**src/rtl/clock_pkg.sv**
```systemverilog
// Shared field widths, limits, FSM states and time pack/unpack helpers for clock_set_ctrl.
package clock_pkg;

  localparam int HR_W   = 5;
  localparam int MIN_W  = 6;
  localparam int SEC_W  = 6;
  localparam int MS_W   = 10;
  localparam int TIME_W = HR_W + MIN_W + SEC_W + MS_W;

  localparam logic [HR_W-1:0]  HMAX_12 = 5'd11;
  localparam logic [HR_W-1:0]  HMAX_24 = 5'd23;
  localparam logic [MIN_W-1:0] MIN_MAX = 6'd59;

  typedef enum logic [2:0] {
    RUN      = 3'd0,
    SET_HR   = 3'd1,
    SET_MIN  = 3'd2,
    COMMIT   = 3'd3
`ifdef CLOCK_SET_ALARM_EN
    ,
    SET_AHR  = 3'd4,
    SET_AMIN = 3'd5
`endif
  } state_t;

  typedef struct packed {
    logic [HR_W-1:0]  hr;
    logic [MIN_W-1:0] min;
    logic [SEC_W-1:0] sec;
    logic [MS_W-1:0]  ms;
  } time_t;

  function automatic logic [TIME_W-1:0] pack_time(input logic [HR_W-1:0]  hr,
                                                  input logic [MIN_W-1:0] min,
                                                  input logic [SEC_W-1:0] sec,
                                                  input logic [MS_W-1:0]  ms);
    return {hr, min, sec, ms};
  endfunction

  function automatic time_t unpack_time(input logic [TIME_W-1:0] t);
    return time_t'(t);
  endfunction

endpackage

```
**src/rtl/wrap_updown.sv**
```systemverilog
// Modulo up/down stepper for one time field: wraps within 0..max, inc and dec together cancel.
module wrap_updown #(
  parameter int W = 6
) (
  input  logic [W-1:0] val,
  input  logic [W-1:0] max,
  input  logic         inc,
  input  logic         dec,
  output logic [W-1:0] nxt
);

  always_comb begin
    nxt = val;
    if (inc && !dec) begin
      nxt = (val >= max) ? '0 : val + 1'b1;
    end else if (dec && !inc) begin
      // an out-of-range value steps down onto the range top
      nxt = ((val == '0) || (val > max)) ? max : val - 1'b1;
    end
  end

endmodule

```
**src/rtl/clock_set_ctrl.sv**
```systemverilog
// Time-setting / DST front end issuing atomic loads to the time-of-day counter core.
// Define CLOCK_SET_ALARM_EN to add alarm editing states and the alarm match pulse.
module clock_set_ctrl #(
  parameter int TIME_W      = 27,
  parameter int TIMEOUT_CYC = 30000,
  parameter int BLINK_HALF  = 250
) (
  input  logic              kh_clk,
  input  logic              reset,
  input  logic              hour_mode_24,
  input  logic              btn_mode,
  input  logic              btn_inc,
  input  logic              btn_dec,
  input  logic              dst_fwd_req,
  input  logic              dst_back_req,
  input  logic [TIME_W-1:0] cur_time,
  input  logic              load_ready,
  output logic              load_valid,
  output logic [TIME_W-1:0] load_time,
  output logic              run_en,
  output logic [1:0]        edit_field,
  output logic              blink
`ifdef CLOCK_SET_ALARM_EN
  ,
  output logic              alarm
`endif
);

  import clock_pkg::*;

  localparam int TO_W = (TIMEOUT_CYC > 2) ? $clog2(TIMEOUT_CYC) : 1;
  localparam int BL_W = (BLINK_HALF > 2) ? $clog2(BLINK_HALF) : 1;
  localparam logic [TO_W-1:0] TO_LAST = TO_W'(TIMEOUT_CYC - 1);
  localparam logic [BL_W-1:0] BL_LAST = BL_W'(BLINK_HALF - 1);

  state_t             state_reg, state_next;
  logic [HR_W-1:0]    edit_hr_reg, edit_hr_next;
  logic [MIN_W-1:0]   edit_min_reg, edit_min_next;
  logic               load_valid_reg, load_valid_next;
  logic [TIME_W-1:0]  load_time_reg, load_time_next;
  logic               run_en_reg, run_en_next;
  logic [1:0]         edit_field_reg, edit_field_next;
  logic               blink_reg, blink_next;
  logic [BL_W-1:0]    blink_cnt_reg, blink_cnt_next;
  logic [TO_W-1:0]    timeout_cnt_reg, timeout_cnt_next;

  time_t              cur;
  logic [HR_W-1:0]    hmax;
  logic [HR_W-1:0]    hr_step, dst_hr;
  logic [MIN_W-1:0]   min_step;
  logic               btn_any, dst_up, dst_dn, in_set, next_in_set;

  assign cur     = unpack_time(cur_time);
  assign hmax    = hour_mode_24 ? HMAX_24 : HMAX_12;
  assign btn_any = btn_mode | btn_inc | btn_dec;
  assign dst_up  = dst_fwd_req & ~dst_back_req;
  assign dst_dn  = dst_back_req & ~dst_fwd_req;

  function automatic logic is_set(input state_t s);
    return (s != RUN) && (s != COMMIT);
  endfunction

  assign in_set      = is_set(state_reg);
  assign next_in_set = is_set(state_next);

  // Hour edit takes both button steps and DST shifts; opposing requests cancel.
  wrap_updown #(.W(HR_W)) u_hr_step (
    .val(edit_hr_reg), .max(hmax),
    .inc((btn_inc & ~btn_dec) | dst_up), .dec((btn_dec & ~btn_inc) | dst_dn),
    .nxt(hr_step)
  );

  wrap_updown #(.W(MIN_W)) u_min_step (
    .val(edit_min_reg), .max(MIN_MAX), .inc(btn_inc), .dec(btn_dec), .nxt(min_step)
  );

  wrap_updown #(.W(HR_W)) u_dst_step (
    .val(cur.hr), .max(hmax), .inc(dst_up), .dec(dst_dn), .nxt(dst_hr)
  );

`ifdef CLOCK_SET_ALARM_EN
  logic [HR_W-1:0]  alarm_hr_reg, alarm_hr_next, ahr_step;
  logic [MIN_W-1:0] alarm_min_reg, alarm_min_next, amin_step;
  logic             alarm_reg;

  wrap_updown #(.W(HR_W)) u_ahr_step (
    .val(alarm_hr_reg), .max(hmax), .inc(btn_inc), .dec(btn_dec), .nxt(ahr_step)
  );

  wrap_updown #(.W(MIN_W)) u_amin_step (
    .val(alarm_min_reg), .max(MIN_MAX), .inc(btn_inc), .dec(btn_dec), .nxt(amin_step)
  );
`endif

  always_comb begin
    state_next       = state_reg;
    edit_hr_next     = edit_hr_reg;
    edit_min_next    = edit_min_reg;
    load_time_next   = load_time_reg;
    timeout_cnt_next = '0;
`ifdef CLOCK_SET_ALARM_EN
    alarm_hr_next    = alarm_hr_reg;
    alarm_min_next   = alarm_min_reg;
`endif
    case (state_reg)
      RUN: begin
        if (btn_mode) begin
          edit_hr_next  = cur.hr;
          edit_min_next = cur.min;
          state_next    = SET_HR;
        end else if (dst_up || dst_dn) begin
          load_time_next = pack_time(dst_hr, cur.min, cur.sec, cur.ms);
          state_next     = COMMIT;
        end
      end
      SET_HR: begin
        edit_hr_next = hr_step;
        if (btn_mode) state_next = SET_MIN;
      end
      SET_MIN: begin
        edit_min_next = min_step;
        if (btn_mode) begin
`ifdef CLOCK_SET_ALARM_EN
          state_next = SET_AHR;
`else
          load_time_next = pack_time(edit_hr_reg, min_step, '0, '0);
          state_next     = COMMIT;
`endif
        end
      end
`ifdef CLOCK_SET_ALARM_EN
      SET_AHR: begin
        alarm_hr_next = ahr_step;
        if (btn_mode) state_next = SET_AMIN;
      end
      SET_AMIN: begin
        alarm_min_next = amin_step;
        if (btn_mode) begin
          load_time_next = pack_time(edit_hr_reg, edit_min_reg, '0, '0);
          state_next     = COMMIT;
        end
      end
`endif
      COMMIT: begin
        if (load_valid_reg && load_ready) state_next = RUN;
      end
      default: state_next = RUN;
    endcase

    if (in_set) begin
      if (btn_any) begin
        timeout_cnt_next = '0;
      end else if (timeout_cnt_reg == TO_LAST) begin
        state_next = RUN;
      end else begin
        timeout_cnt_next = timeout_cnt_reg + 1'b1;
      end
      // a 24h->12h switch can strand the edit hour above the new range
      if (edit_hr_reg > hmax) edit_hr_next = '0;
`ifdef CLOCK_SET_ALARM_EN
      if (alarm_hr_reg > hmax) alarm_hr_next = '0;
`endif
    end
  end

  always_comb begin
    load_valid_next = (state_next == COMMIT);
    run_en_next     = run_en_reg;
    edit_field_next = 2'd0;
    blink_next      = 1'b0;
    blink_cnt_next  = '0;
    case (state_next)
      RUN:     run_en_next = 1'b1;
      COMMIT:  run_en_next = run_en_reg;
      default: run_en_next = 1'b0;
    endcase
    case (state_next)
      SET_HR:   edit_field_next = 2'd1;
      SET_MIN:  edit_field_next = 2'd2;
`ifdef CLOCK_SET_ALARM_EN
      SET_AHR:  edit_field_next = 2'd1;
      SET_AMIN: edit_field_next = 2'd2;
`endif
      default:  edit_field_next = 2'd0;
    endcase
    // blink phase only runs while staying inside the edit states
    if (in_set && next_in_set) begin
      if (blink_cnt_reg == BL_LAST) begin
        blink_next = ~blink_reg;
      end else begin
        blink_next     = blink_reg;
        blink_cnt_next = blink_cnt_reg + 1'b1;
      end
    end
  end

  always_ff @(posedge kh_clk or posedge reset) begin
    if (reset) begin
      state_reg       <= RUN;
      edit_hr_reg     <= '0;
      edit_min_reg    <= '0;
      load_valid_reg  <= 1'b0;
      load_time_reg   <= '0;
      run_en_reg      <= 1'b1;
      edit_field_reg  <= 2'd0;
      blink_reg       <= 1'b0;
      blink_cnt_reg   <= '0;
      timeout_cnt_reg <= '0;
    end else begin
      state_reg       <= state_next;
      edit_hr_reg     <= edit_hr_next;
      edit_min_reg    <= edit_min_next;
      load_valid_reg  <= load_valid_next;
      load_time_reg   <= load_time_next;
      run_en_reg      <= run_en_next;
      edit_field_reg  <= edit_field_next;
      blink_reg       <= blink_next;
      blink_cnt_reg   <= blink_cnt_next;
      timeout_cnt_reg <= timeout_cnt_next;
    end
  end

`ifdef CLOCK_SET_ALARM_EN
  always_ff @(posedge kh_clk or posedge reset) begin
    if (reset) begin
      alarm_hr_reg  <= '0;
      alarm_min_reg <= '0;
      alarm_reg     <= 1'b0;
    end else begin
      alarm_hr_reg  <= alarm_hr_next;
      alarm_min_reg <= alarm_min_next;
      alarm_reg     <= (state_reg == RUN) && (cur.hr == alarm_hr_reg) &&
                       (cur.min == alarm_min_reg) && (cur.sec == '0) && (cur.ms == '0);
    end
  end

  assign alarm = alarm_reg;
`endif

  assign load_valid = load_valid_reg;
  assign load_time  = load_time_reg;
  assign run_en     = run_en_reg;
  assign edit_field = edit_field_reg;
  assign blink      = blink_reg;

endmodule

```
**config.mk**
```make
export PLATFORM = sky130hd
export DESIGN_NAME = clock_set_ctrl
export DESIGN_NICKNAME = d
export VERILOG_FILES = /design/src/rtl/clock_pkg.sv /design/src/rtl/wrap_updown.sv /design/src/rtl/clock_set_ctrl.sv
export SDC_FILE = /design/constraint.sdc
export NUM_CORES = 1
export LEC_CHECK = 0
export BUFFER_PORTS_ARGS = -buffer_cell sky130_fd_sc_hd__buf_4
export CAP_MARGIN = 5
export CELL_PAD_IN_SITES_DETAIL_PLACEMENT = 0
export CELL_PAD_IN_SITES_GLOBAL_PLACEMENT = 1
export CORE_MARGIN = 4
export CORE_UTILIZATION = 30
export CTS_BUF_LIST = sky130_fd_sc_hd__clkbuf_16
export CTS_CLUSTER_SIZE = 40
export DETAILED_ROUTE_END_ITERATION = 16
export PLACE_DENSITY = 0.59
export SLEW_MARGIN = 10
export SYNTH_ARGS = -nofsm -noshare
export SYNTH_HDL_FRONTEND = slang
export SYNTH_SLANG_ARGS = --single-unit
```
**constraint.sdc**
```tcl
create_clock -name kh_clk -period 4.1 [get_ports kh_clk]
set_clock_uncertainty 0.05 [all_clocks]
set_input_delay 0.41 -clock kh_clk [delete_from_list [all_inputs] [get_ports kh_clk]]
set_output_delay 0.41 -clock kh_clk [all_outputs]
set_load 0.005 [all_outputs]
```
# Yosys cells after proc, flatten, opt, wreduce, memory -nomap -nowiden
# Index checks and enable logic that the tools add are counted.
# totals
rom_bits	0
output_inout_bits	32
input_bits	36
reg_bits	69
elab_cells	123
ramBits	0
n_memories	0
latch_bits	0
# op_classes
multipliers	0
n_eq_ne	15
bitwise	13
shift	0
n_lt_le_gt_ge	6
div_mod_pow	0
reduce_logical	30
addsub	8
mux	41
# op_table
op	n
two-way mux 27 bit	3
two-way mux 5 bit	12
case mux 27 bit (2 select lines)	1
two-way mux 15 bit	3
two-way mux 6 bit	5
two-way mux 3 bit	8
two-way mux 8 bit	2
adder 15 x 1 -> 15 bit, second input constant	1
== test 15 bit, second input constant	1
== test 3 x 2 -> 1 bit, second input constant	4
case mux 3 bit (4 select lines)	1
case mux 6 bit (2 select lines)	1
adder 5 x 1 -> 5 bit, second input constant	2
>= comparator 5 bit	2
greater-than comparator 5 bit	2
logical AND 1 bit	10
logical NOT 5 bit	2
case mux 5 bit (2 select lines)	1
subtractor 5 x 1 -> 5 bit, second input constant	2
adder 8 x 1 -> 8 bit, second input constant	1
== test 8 bit, second input constant	1
!= test 2 bit, second input constant	4
adder 6 x 1 -> 6 bit, second input constant	1
== test 3 x 1 -> 1 bit, second input constant	2
19 further kinds	41

# Logic depth before layout (Yosys ltp)
# Gate-level depths: netlist of run 1.
# depth
word_depth	13
mapped_depth	9
mapped_depth_nobuf	8

# By module
# Synthesis of run 1 repeated with hierarchy kept, for this count alone.
# hier_totals
hier_cells	549
area_unflattened_um2	4988.5
# by_module_without_submodules
module	seq_area_each_um2	instances	area_per_inst_um2	cells_per_inst
clock_set_ctrl	1727.9	1	3364.5	319
wrap_updown at u_dst_step ...	0.0	2	515.5	73
wrap_updown at u_min_step	0.0	1	593.1	84

# Worst setup path after synthesis of run 1
# No wires, ideal clock.
# synth_timing
path_type	input port to flip-flop
startpoint	in hour_mode_24
endpoint	reg load_time_reg[24], in the netlist load_time[24]
slack_ns	1.798
n_path_buf	0
required_time_ns	3.973
setup_ns	0.077
arrival_ns	2.175
stages	8
cell_sequence	inv_1 -> ha_1 -> nand4_2 -> a21o_1 -> or3_1 -> or3_1 -> a311o_1 -> a21oi_1
# synth_via
elab_chain_cells	9
elab_cells_between_ends	11
classes_between	2 x order compare; 8 x mux; 1 x reduce/logical
# synth_lines
item	line	source
start, declared	clock_set_ctrl.sv:10	input logic hour_mode_24,
two-way mux 5 bit (*)	clock_set_ctrl.sv:54	assign hmax = hour_mode_24 ? HMAX_24 : HMAX_12;
greater-than comparator 5 bit	wrap_updown.sv:18	nxt = ((val == '0) || (val > max)) ? max : val - 1'b1;
logical OR 1 bit	wrap_updown.sv:18	
two-way mux 5 bit	wrap_updown.sv:18	
two-way mux 5 bit	wrap_updown.sv:16	end else if (dec && !inc) begin
two-way mux 5 bit (*)	wrap_updown.sv:14	if (inc && !dec) begin
two-way mux 27 bit (*)	clock_set_ctrl.sv:111	end else if (dst_up || dst_dn) begin
two-way mux 27 bit (*)	clock_set_ctrl.sv:107	if (btn_mode) begin
case mux 27 bit (2 select lines) (*)	clock_set_ctrl.sv:105	case (state_reg)
end signal, assigned	clock_set_ctrl.sv:214	load_time_reg <= load_time_next;
end, declared	clock_set_ctrl.sv:40	logic [TIME_W-1:0] load_time_reg, load_time_next;
# Every way passes the cells marked *; elsewhere a longest branch is shown, timed or not. The select of a mux whose other input is x is not followed.
# A chain may end at the register's enable or synchronous reset.

# Worst setup path after layout of run 1
# layout_timing
startpoint	reg edit_hr_reg[3]
endpoint	reg edit_hr_reg[2]
# layout_via
elab_chain_cells	8
elab_cells_between_ends	11
classes_between	2 x order compare; 7 x mux; 2 x reduce/logical
# layout_lines
item	line	source
start, declared	clock_set_ctrl.sv:37	logic [HR_W-1:0] edit_hr_reg, edit_hr_next;
start signal, assigned	clock_set_ctrl.sv:211	edit_hr_reg <= edit_hr_next;
greater-than comparator 5 bit or logical NOT 5 bit (tied branches)	wrap_updown.sv:18, clock_set_ctrl.sv:159	
logical OR 1 bit	wrap_updown.sv:18	
two-way mux 5 bit	wrap_updown.sv:18	
two-way mux 5 bit	wrap_updown.sv:16	
two-way mux 5 bit	wrap_updown.sv:14	
case mux 5 bit (2 select lines)	clock_set_ctrl.sv:105	
two-way mux 5 bit	clock_set_ctrl.sv:159	if (edit_hr_reg > hmax) edit_hr_next = '0;
two-way mux 5 bit (*)	clock_set_ctrl.sv:150	if (in_set) begin
net edit_hr_next[2]	clock_set_ctrl.sv:37	
# Mark *: on every way through the listed nets, which the timed path passes. The rest lies on a longest branch.

==> impl_summary.md, run 1 <==
Power and ir drop
The power per unit of standard cell area is around 500 nW/um^2. The total net switching power is slightly above 0.0009 W. The switching part of the total is 0.342. The share of total power dissipated in sequential elements is 0.377. The peak supply drop is 0.000240 V. For this design the static power due to leakage is between 2 and 2.5 nW. The internal power of the cells totals 0.00175 W. The power consumption is 0.00266 W. The logic gate share of total power is 0.304. The clock network fraction of total power is 0.319.

Global route
The first global-routing pass estimated around 20,000 um of wire. The final global-route overflow total is 0. The number of antenna violations at the first check in global routing came to 0. The number of global-route vias before repair is around 3,800. The pin count of the biggest net entering global routing is between 50 and 60. The total track usage is 0.149.

STA
Setup repair after global routing left no endpoint under its margin. For the pin with the worst max-slew slack, the measured transition is roughly 0.91 ns. Summed over all failing endpoints, the final setup total negative slack is 0 ns. The number of failing hold endpoints at the final stage is 0. The clock period minus worst slack is ~2.4 ns. The final setup violation count is 0. The part of the cycle the worst path needs is 0.596. The achievable clock frequency is 409 MHz. The worst pin sits at a relative slew slack of 0.396. Setup slack closes at roughly 1.7 ns. The count of final max-slew check failures is 0.

Finish
The repair_antennas step left the layout with diodes totalling 0. The number of nets in the layout is 631. The post-layout utilization of the core is 0.377.

The register with the most flip-flops in the layout has 27 of them. After the flow finishes, the layout carries non-filler instances totaling 760. The commonest non-fill, non-tap cell in the layout is nand2_1. The layout overhead on the synthesized area is 21.6%.

In the final layout, the share of cells above drive strength 1 is 0.167. Leaving out fill and tap cells, the most frequent cells in the layout are 74 x nand2_1, 71 x buf_4, 68 x dfrtp_1.

Synthesis
The count of different cell masters after synthesis is 65. The most instantiated flip-flop cell in the synthesis netlist is dfrtp_1. Averaged over all synthesized cells, the footprint is between 8 and 9 sq um.

The number of cells produced by synthesis is 520. The synthesized design contains 0 enable-type register cells. The biggest area contributor in the post-synthesis netlist is dfrtp_1.

The number of warnings issued by yosys is 0. The area share of the largest cell type after synthesis is 0.391. Synthesis produced a netlist with a net count of about 580. After synthesis, the share of flip-flops with an asynchronous set or reset is 1.00. The synthesized flop and latch total is 69. Ranked by total cell area, the synthesized netlist is headed by dfrtp_1 39%, nand2_1 6.4%, ha_1 5.7%. In this run the cell area of the synthesized design comes to around 4400 sq um. The sequential cell area fraction in the yosys report is 0.397.

CTS
The clock passes through at most 2 buffers. The number of buffers added for setup after CTS is 0. At the later pin of the worst-skew pair, clock insertion delay measures roughly 0.34 ns.

TritonCTS built the clock tree. After clock tree synthesis, the repair step resized 0 gates. CTS built an H-tree with a depth of 3.

The tree is rooted in a clkbuf_16. The number of hold buffers added after cts is 0. The number of buffers added by the clock tree synthesis step is 9.

The clock-pin transition on the worst setup and hold timing paths is about 0.06 ns. The TritonCTS sink count is 69.

Placed design
The total of buffers placed on input and output ports is 67. The HPWL after detailed placement is just under 9000 um. The placed instance count is about 740. Timing analysis after detailed placement gives a worst setup slack of approximately 1.5 ns. At the end of routability-driven placement, the weighted congestion stood at 0.821.

Drt
The number of DRC markers after the initial detailed-route iteration is roughly 250. Before antenna repair, the detailed router went through 4 iterations. The routed design has 11,900 um of wire. Dividing the detail-routed via count by the number of cells gives a little over 5. The remaining antenna violation count after routing is 0. The average routed wire per standard cell is 15.7 um. After detailed routing, the number of remaining DRC violations is 0.

The count of vias placed by the detailed router is approximately 4,000.

Outcome
The flow ran to the end, and the final reports show no timing, DRC or antenna violations.

Floorplan
In this run the core area contains 43 standard-cell rows. For this configuration, the core starts out at a cell density of 0.310. Measured along the y axis, the die boundary spans roughly 130 um. The die outline area is roughly 17,000 sq um. The count of pins on the block boundary is 68. The placeable core region is ~14,000 sq um. The overall die width is 128 um.

Worst setup path
Along the worst path, the maximum fanout reaches 12. The data required time at the worst endpoint is approximately 4.3 ns. The critical path start-end classification is reg2reg.

The largest stage delay on the critical path is around 0.64 ns. The kind of end point of the critical path is a flop. Walking the worst path, the cells encountered are ha_1 > a21oi_1 > o311ai_1 > and3_1 > or3_1 > o32ai_1. The kind of start point of the critical path is a flop. The arrival time at the worst endpoint is 2.63 ns. The slowest stage of the critical path belongs to the cell dfrtp_1.

Job
Max-cap violations in this run came to 0.

Worst hold path
The path class of the tightest hold or removal check is in2async.
-- cell usage after synthesis, types with 2 or more instances --
library cell	n
clkbuf_1	21
o211ai_1	3
nor3b_1	2
and2_1	5
nor2_1	46
dfrtp_1	68
buf_6	3
a21o_1	3
nor3_1	13
xor2_1	15
o22ai_1	7
inv_1	23
o21ai_0	19
nand4_1	5
xnor2_1	14
ha_1	20
nand2b_1	9
nor4b_1	3
a32o_1	2
or3_1	6
and4_1	3
o31ai_1	2
a21oi_1	29
and3_1	8
o21ai_1	11
nand3_1	42
a221oi_1	8
nand2_1	74
a31oi_1	7
a211oi_1	8
o21a_1	2
nor2b_1	6
-- worst max-delay path: cells and delay by family, from the launching register on --
kind                       cells  cell delay [ns]
adders and majority gates      1             0.34
AOI/OAI and AO/OA              3             0.62
DFF                            1             0.64
and+or+nand+nor                2             0.71
-- cell type report --
class | count | area [sq um]
fillers | 1471 | 8750
repair buffers | 71 | 533
clock inverters | 7 | 96.3
clock buffers | 9 | 225
inverters | 24 | 91.3
flip-flops and latches | 69 | 1730
multi-input cells | 400 | 2400
well taps | 180 | 225
-- kinds of logic (layout without fill, tap and decap cells) --
logic type | after synthesis | count (layout) | synth area share
AO/OA/AOI/OAI | 120 | 120 | 0.179
XOR/XNOR | 29 | 29 | 0.0583
adder cells (fa/ha/maj) | 20 | 20 | 0.0575
buffers and inverters | 51 | 111 | 0.0526
flip-flops | 69 | 69 | 0.397
multiplexers | 1 | 1 | 0.00259
other | 1 | 1 | 0.000861
AND/OR/NAND/NOR | 229 | 229 | 0.253
-- final timing paths --
path | start | endpoint | slack, ns | cells after the start
worst min-delay path | reset | load_time[6] | 0.19 | 2
worst max register to register | edit_hr_reg[3] | edit_hr_reg[2] | 1.65 | 6
max in group asynchronous | reset | run_en | 2.97 | 3
worst max-delay path | edit_hr_reg[3] | edit_hr_reg[2] | 1.65 | 6
worst min register to register | load_time[5] | load_time[5] | 0.42 | 2
min in group kh_clk | cur_time[9] | load_time[9] | 0.24 | 3
-- routing by layer --
layer | part of all wire | vias to the layer above | GRT usage
met4 | 0.017 | 0 | 0.0437
met5 | 0 | - | 0
met1 | 0.48 | 1864 | 0.211
met2 | 0.43 | 118 | 0.222
li1 | - | 1954 | -
met3 | 0.073 | 14 | 0.0423
-- power groups by stage --
stage / sequential, W / combinational, W / clock [W]
finish: 0.00100 / 0.000807 / 0.000848
CTS: 0.000999 / 0.000816 / 0.000880
global placement: 0.00101 / 0.000804 / 0
floorplan: 0.000945 / 0.000530 / 0
detailed placement: 0.00101 / 0.000810 / 0
global route: 0.00103 / 0.000920 / 0.000911
-- through the flow --
stage | instance area (sq um) | hold WS, ns
floorplan | 4350 | 0.398
global placement | 4970 | 0.403
detailed placement | 4970 | 0.408
CTS | 5300 | 0.227
global route | 5300 | 0.242
finish | 5300 | 0.195
Power figures use the tool's default switching activity.
==> inputs of run 2 (changes only) <==
ABC_AREA = 1   (was unset)
PLACE_DENSITY = 0.63   (was 0.59)
clock period = 2.2 ns   (was 4.1 ns; I/O delays follow)
==> run 2 against run 1 <==
Die area is 0.48% higher; non-clock buffer count is 6 higher; critical endpoint is now timeout_cnt_reg[11]; critical path type unchanged; flip-flop and latch count stayed put; final area is 2.4% higher; worst hold slack worse by 0.13 ns.
==> impl_summary.md, run 2 <==
Power and ir drop
The logic gate share of total power is 0.310 (was 0.304). The relative contribution of sequential cells to total power is 0.377 (about the same). The clock network fraction of total power is 0.312 (was 0.319). The peak supply drop came to 0.000328 V (was 0.000240 V).

The power consumption is 0.00445 W (was 0.00266 W). The total net switching power came to 0.00148 W (was 0.000909 W). The cell-internal power is 0.00297 W (was 0.00175 W). The switching part of the total was 0.332 (was 0.342). The power per unit of standard cell area is 820 nW/um^2 (was 501 nW/um^2).

The leakage power figure is 2.74 nW (was 2.38 nW).

Finish
The commonest non-fill, non-tap cell in the layout is nand2_1 (unchanged). The antenna diode instance count is 0 (unchanged). The fraction of final layout cells with drive strength greater than 1 came to 0.186 (was 0.167). The number of nets in the layout was 732 (was 631).

The number of flip-flops under the largest register name is 27 (unchanged). The area of all placed cells without fillers is 5420 sq um (was 5300 sq um). Commonest cells after routing, fill and taps aside: 158 x nand2_1, 75 x buf_4, 72 x inv_1 (was 74 x nand2_1, 71 x buf_4, 68 x dfrtp_1). The layout overhead on the synthesized area is 23.9% (was 21.6%).

Drt
The remaining antenna violation count after routing was 0 (unchanged). The detailed-router iteration count before antenna repair came to 5 (was 4). The count of vias placed by the detailed router is 4,132 (was 3,950).

The per-cell via count in the routed design is 4.80 (was 5.20). The final routed wirelength across all metal layers was 11,600 um (was 11,900 um). The number of DRC markers after the initial detailed-route iteration is 240 (was 247). The number of design rule violations left after detail routing is 0 (unchanged).

The average routed wire per standard cell is 13.5 um (was 15.7 um).

Placed design
The routability congestion estimate is 0.864 (was 0.821). The HPWL after detailed placement is 8730 um (was 8750 um). The total of buffers placed on input and output ports came to 67 (unchanged).

The cell area after placement is 5130 sq um (was 4970 sq um).

CTS
The number of buffers added by the clock tree synthesis step is 9 (unchanged). The clock tree from TritonCTS is done (unchanged). The depth of the CTS H-tree was 3 (unchanged).

The cell chosen for the clock root is clkbuf_16 (unchanged). The TritonCTS sink count is 69 (unchanged). The clock-pin transition on the worst setup and hold timing paths came to 0.06 ns (about the same). The number of resized instances in the post-cts repair step came to 0 (unchanged). The clock network latency to the later pin of the worst-skew pair is 0.33 ns (was 0.34 ns). The buffer depth of the longest clock path was 2 (unchanged).

STA
The headroom to the max-slew limit is 0.598 (was 0.396). The clock period minus worst slack is 1.83 ns (was 2.45 ns). The final setup violation count was 0 (unchanged). The number of failing hold endpoints at the final stage came to 0 (unchanged).

The achievable clock frequency is 547 MHz (was 409 MHz). The count of final max-slew check failures is 0 (unchanged). The transition time at the pin with the least slew margin came to 0.601 ns (was 0.906 ns). Setup repair after global routing missed its margin: false (unchanged).

The part of the cycle the worst path needs is 0.831 (was 0.596). The accumulated negative setup slack is 0 ns (unchanged).

Floorplan
The height of the die is 129 um (was 128 um). The count of pins on the block boundary came to 68 (unchanged). The overall die width was 129 um (was 128 um). The total number of placement rows is 43 (unchanged). The placeable core region was 14,100 sq um (was 14,000 sq um). The initial core utilization was 0.310 (about the same). The die outline area came to 16,600 sq um (was 16,500 sq um).

Worst hold path
The type of the worst min-delay path is in2reg (was in2async).

Outcome
Run status: finished, final reports clean (unchanged).

Global route
The final global-route overflow total came to 0 (unchanged). The number of global-route vias before repair is 4,097 (was 3,780). The number of antenna violations at the first check in global routing was 0 (unchanged). The total track usage is 0.144 (was 0.149).

The pin count of the biggest net entering global routing is 70 (was 53). The wire length of the first global-routing pass is 19,400 um (was 19,700 um).

Synthesis
The area share of the largest cell type after synthesis was 0.389 (was 0.391). The most instantiated flip-flop cell in the synthesis netlist is dfrtp_1 (unchanged). The library cell with the highest instance count after synthesis was nand2_1 (unchanged). The biggest area consumer among synthesized cells is dfrtp_1 (unchanged). Top post-synthesis cells by count: 158 x nand2_1, 71 x inv_1, 68 x dfrtp_1 (was 74 x nand2_1, 68 x dfrtp_1, 46 x nor2_1).

The number of warnings issued by yosys is 0 (unchanged). The synthesized flop and latch total is 69 (unchanged). Ranking of synthesized cells by area: dfrtp_1 39%, nand2_1 14%, nand3_1 7.2% (was dfrtp_1 39%, nand2_1 6.4%, ha_1 5.7%). The post-synthesis cell area is 4380 sq um (was 4350 sq um). The sequential cell area fraction in the yosys report is 0.395 (was 0.397). The number of synthesized flops with an enable pin is 0 (unchanged). The count of different cell masters after synthesis is 40 (was 65).

The average cell area after synthesis came to 7.31 sq um (was 8.37 sq um). The number of cells produced by synthesis was 599 (was 520). The number of nets in the synthesized netlist was 655 (was 576). The fraction of synthesis flops using an asynchronous set or reset pin came to 1.00 (unchanged).

Worst setup path
The maximum net fanout on the critical path came to 9 (was 12). The kind of end point of the critical path is a flop (unchanged). The kind of start point of the critical path is a flop (unchanged). The arrival time at the worst endpoint is 1.99 ns (was 2.63 ns). The data required time at the worst endpoint is 2.36 ns (was 4.29 ns). The critical path start-end classification is reg2reg (unchanged).

Job
The count of max-cap constraint violations is 0 (unchanged).
-- run 2: power by group through the flow --
| stage | logic [W] | clock network [W] | registers (W) |
|---|---|---|---|
| 3_5_place_dp | 0.00138 | 0 | 0.00170 |
| 4_1_cts | 0.00139 | 0.00144 | 0.00168 |
| 5_1_grt | 0.00157 | 0.00150 | 0.00171 |
| 3_3_place_gp | 0.00140 | 0 | 0.00170 |
| 6_report | 0.00138 | 0.00139 | 0.00168 |
| 2_1_floorplan | 0.000781 | 0 | 0.00169 |
-- run 2: cells by family (layout without fill, tap and decap cells) --
logic type / after synthesis / after routing / synth area share
XOR/XNOR: 12 / 12 / 0.0240
other: 1 / 1 / 0.000857
flip-flops: 69 / 69 / 0.395
AO/OA/AOI/OAI: 89 / 89 / 0.112
AND/OR/NAND/NOR: 319 / 319 / 0.331
buffers and inverters: 89 / 171 / 0.0800
adder cells (fa/ha/maj): 20 / 20 / 0.0572
-- run 2: worst paths after layout --
path,from,end,slack [ns],cells past startpoint
setup / recovery,timeout_cnt_reg[0],timeout_cnt_reg[11],0.37,10
hold / removal,cur_time[6],load_time[6],0.06,3
setup reg to reg,timeout_cnt_reg[0],timeout_cnt_reg[11],0.37,10
hold reg to reg,timeout_cnt_reg[0],timeout_cnt_reg[0],0.41,1
max in group asynchronous,reset,run_en,1.30,4
min in group asynchronous,reset,load_time[2],0.49,4
-- run 2: what timing repair did --
| item | CTS | global route |
|---|---|---|
| endpoints found under the hold margin | 68 | 0 |
| setup buffers | 0 | 0 |
| endpoints found under the setup margin | 0 | 0 |
| hold buffers | 1 | 0 |
-- run 2: per-layer routing --
metal / wire length [um] / part of all wire / global-route usage
met5: 0 / 0 / 0
met4: 201 / 0.017 / 0.0439
met3: 586 / 0.051 / 0.0349
met2: 5510 / 0.48 / 0.243
met1: 5300 / 0.46 / 0.184
-- run 2: metrics by stage --
stage,util,hold slack [ns],std cells,setup WS [ns]
6_report,0.385,0.0632,861,0.373
2_1_floorplan,-,0.308,599,0.192
3_5_place_dp,0.364,0.301,844,0.246
5_1_grt,0.385,0.0558,861,0.116
3_3_place_gp,0.364,0.294,844,0.236
4_1_cts,0.385,0.0530,861,0.361
-- run 2: layout make-up --
cell class	count	area, sq um
clock buffers	9	225
clock inverters	7	60.1
fillers	1486	8670
inverters	78	293
multi-input cells	441	2300
flip-flops and latches	69	1730
well taps	180	225
repair buffers	77	593
-- run 2: critical path: stages, from the launching register on --
cell and delay [ns]:
dfrtp_1 0.36, ha_1 0.17, nand2_1 0.08, nor2_2 0.16, inv_1 0.06, nor2_1 0.18
nand3_1 0.12, nand2_2 0.21, inv_1 0.16, o21ai_0 0.11, a21oi_1 0.06
==> inputs of run 3 (changes only) <==
PLACE_DENSITY = 0.6   (was 0.63)
clock period = 1.8 ns   (was 2.2 ns; I/O delays follow)
==> run 3 against run 2 <==
The flow now finishes with violations (negative setup slack); core utilization rose by 2.5 points; setup slack got worse by 0.38 ns; via count rose by 2.3%; non-clock buffer count rose by 30; first-iteration DRC count fell by 19%; sequential share of layout area fell by 1.9 points; worst hold slack got worse by 0.042 ns; largest power group unchanged; highest routed layer unchanged.
==> impl_summary.md, run 3 (synthesis results as in run 2) <==
Outcome
Run status: finished with violations (was finished, final reports clean). The checks that failed: negative setup slack.

CTS
The clock network latency to the later pin of the worst-skew pair came to 0.33 ns (about the same). The cell chosen for the clock root is clkbuf_16 (unchanged). The clock-pin transition on the worst setup and hold timing paths is 0.05 ns (was 0.06 ns). The depth of the CTS H-tree is 3 (unchanged). The number of buffers added by the clock tree synthesis step was 9 (unchanged).

The TritonCTS sink count came to 69 (unchanged). The buffer depth of the longest clock path was 2 (unchanged). The clock tree from TritonCTS is done (unchanged).

STA
The final setup violation count came to 1 (was 0). The count of final max-slew check failures is 0 (unchanged). Setup repair after global routing missed its margin: true (was false). The clock period minus worst slack came to 1.81 ns (was 1.83 ns).

The number of failing hold endpoints at the final stage came to 0 (unchanged). The part of the cycle the worst path needs was 1.00 (was 0.831). The accumulated negative setup slack is -0.00507 ns (was 0 ns).

The achievable clock frequency is 554 MHz (was 547 MHz). The worst hold slack across all endpoints came to 0.0215 ns (was 0.0632 ns). The least setup slack across all paths after layout is -0.00507 ns (was 0.373 ns).

Floorplan
The count of pins on the block boundary is 68 (unchanged). The overall die width was 129 um (unchanged). The height of the die is 129 um (unchanged). The total number of placement rows is 43 (unchanged). The die outline area is 16,600 sq um (unchanged). The initial core utilization was 0.310 (unchanged). The placeable core region is 14,100 sq um (unchanged).

Power and ir drop
The logic gate share of total power is 0.346 (was 0.310). The power consumption is 0.00553 W (was 0.00445 W). The clock network fraction of total power is 0.280 (was 0.312). The relative contribution of sequential cells to total power was 0.374 (was 0.377).

The total net switching power came to 0.00193 W (was 0.00148 W). The cell-internal power came to 0.00361 W (was 0.00297 W). The leakage power figure is 2.87 nW (was 2.74 nW). The peak supply drop is 0.000487 V (was 0.000328 V).

The power per unit of standard cell area was 958 nW/um^2 (was 820 nW/um^2). The switching part of the total is 0.348 (was 0.332).

Finish
The number of nets in the layout is 762 (was 732). The number of flip-flops under the largest register name is 27 (unchanged). The antenna diode instance count is 0 (unchanged). The layout overhead on the synthesized area was 32.0% (was 23.9%). Commonest cells after routing, fill and taps aside: 149 x nand2_1, 104 x buf_4, 67 x inv_1, 67 x dfrtp_1, 59 x nand3_1 (was 158 x nand2_1, 75 x buf_4, 72 x inv_1).

The count of placed standard cells in the final layout, fillers left out is 890 (was 861). The fraction of final layout cells with drive strength greater than 1 is 0.263 (was 0.186). The commonest non-fill, non-tap cell in the layout is nand2_1 (unchanged).

Worst setup path
The count of cells along the worst register-to-register path was 11 (was 10). The kind of end point of the critical path is a flop (unchanged). The slowest stage cell on the critical path is dfrtp_1 (unchanged). The startpoint of the worst register-to-register path was edit_hr_reg[3] (was timeout_cnt_reg[0]). The launch point of the worst path is edit_hr_reg[3] (was timeout_cnt_reg[0]). The maximum net fanout on the critical path is 6 (was 9). The worst reg2reg path endpoint is edit_hr_reg[3] (was timeout_cnt_reg[11]). The register-to-register setup slack is -0.005 ns (was 0.37 ns). The largest stage delay on the critical path is 0.41 ns (was 0.36 ns). The data required time at the worst endpoint is 2.00 ns (was 2.36 ns). CP cell instances: ha_1 > nand2_2 > nor2_4 > nand3_2 > nand2_2 > nand2_4 > nand2_2 > nand2_2 > nand3_1 > nand3b_1 > a21oi_2 (was ha_1 > nand2_1 > nor2_2 > inv_1 > nor2_1 > nand3_1 > nand2_2 > inv_1 > o21ai_0 > a21oi_1). The buffers plus inverters on the worst setup path was 0 (was 2). The cell repeated most along the worst path is nand2_2 (was inv_1). The kind of start point of the critical path was a flop (unchanged). The family with the most delay on the worst path is simple AND/OR/NAND/NOR gates (unchanged). The arrival time at the worst endpoint is 2.01 ns (was 1.99 ns). The critical path start-end classification was reg2reg (unchanged).

Drt
The per-cell via count in the routed design is 4.75 (was 4.80). The number of design rule violations left after detail routing is 0 (unchanged). The remaining antenna violation count after routing was 0 (unchanged).

The detailed-router iteration count before antenna repair came to 4 (was 5). The count of vias placed by the detailed router is 4,226 (was 4,132). The average routed wire per standard cell is 13.9 um (was 13.5 um). The number of DRC markers after the initial detailed-route iteration was 194 (was 240). The final routed wirelength across all metal layers is 12,300 um (was 11,600 um).

Global route
The pin count of the biggest net entering global routing is 70 (unchanged). The wire length of the first global-routing pass is 20,200 um (was 19,400 um). The number of antenna violations at the first check in global routing was 0 (unchanged). The total track usage came to 0.152 (was 0.144).

The final global-route overflow total is 0 (unchanged). The number of global-route vias before repair came to 4,084 (was 4,097).

Placed design
The total of buffers placed on input and output ports is 67 (unchanged). The HPWL after detailed placement came to 9280 um (was 8730 um). The routability congestion estimate is 0.878 (was 0.864). The placed instance count is 871 (was 844).

Worst hold path
The sink of the worst hold path is load_time[8] (was load_time[6]). The number of cells on the worst hold path was 3 (unchanged). The type of the worst min-delay path was in2reg (unchanged). The worst min-delay path startpoint is cur_time[8] (was cur_time[6]).

Job
The count of max-cap constraint violations is 0 (unchanged).
run 3: changes by cell type in the layout (fill, tap and decap cells not counted), moves of 5 or more:
cell	delta
buf_4	+29
inv_1	-5
nand2_1	-9
nand2_2	+8
nor2_1	-7
nor2_4	+8
run 3: per-layer routing:
metal,vias up,GRT usage,routed length (um)
met3,9,0.0353,491
met4,0,0.0358,140
li1,2165,-,-
met2,65,0.252,5840
met5,-,0,0
met1,1987,0.202,5860
run 3: worst max path at each step:
stage | depth (start not counted) | to | slack (ns)
finish | 11 | edit_hr_reg[3] | -0.005
floorplan | 12 | edit_hr_reg[2] | 0.15
global placement | 15 | load_time[24] | -0.004
detailed placement | 14 | edit_hr_reg[4] | -0.05
CTS | 12 | timeout_cnt_reg[14] | 0.009
global route | 11 | edit_hr_reg[3] | -0.13
run 3: cell type report:
type | count | area [sq um]
Clock buffer | 9 | 225
Inverter | 78 | 297
Fill cell | 1480 | 8320
Sequential cell | 69 | 1730
Clock inverter | 6 | 31.3
Multi-Input combinational cell | 441 | 2440
Tap cell | 180 | 225
Timing Repair Buffer | 107 | 831
run 3: power groups by stage:
stage / Clock (W) / Combinational (W) / Sequential, W
3_3_place_gp: 0 / 0.00181 / 0.00208
6_report: 0.00155 / 0.00192 / 0.00207
4_1_cts: 0.00161 / 0.00183 / 0.00207
2_1_floorplan: 0 / 0.000955 / 0.00206
5_1_grt: 0.00168 / 0.00215 / 0.00211
3_5_place_dp: 0 / 0.00181 / 0.00209
run 3: what timing repair did:
item	in CTS	in global routing
pin swaps	0	14
endpoints found under the setup margin	3	34
endpoints found under the hold margin	68	0
buffers inserted	0	3
hold buffers	1	0
gates resized for setup	3	42
run 3: through the flow:
| step | util | cell area (sq um) | setup slack [ns] |
|---|---|---|---|
| 2_1_floorplan | - | 4380 | 0.147 |
| 3_3_place_gp | 0.379 | 5350 | -0.00376 |
| 3_5_place_dp | 0.379 | 5350 | -0.0470 |
| 4_1_cts | 0.399 | 5620 | 0.00914 |
| 5_1_grt | 0.410 | 5780 | -0.128 |
| 6_report | 0.410 | 5780 | -0.00507 |
run 3: worst reg2reg max path: stages, from the launching register on:
cell,delay [ns]
dfrtp_1,0.41
ha_1,0.31
nand2_2,0.10
nor2_4,0.11
nand3_2,0.09
nand2_2,0.10
nand2_4,0.08
nand2_2,0.08
nand2_2,0.08
nand3_1,0.09
nand3b_1,0.09
a21oi_2,0.13
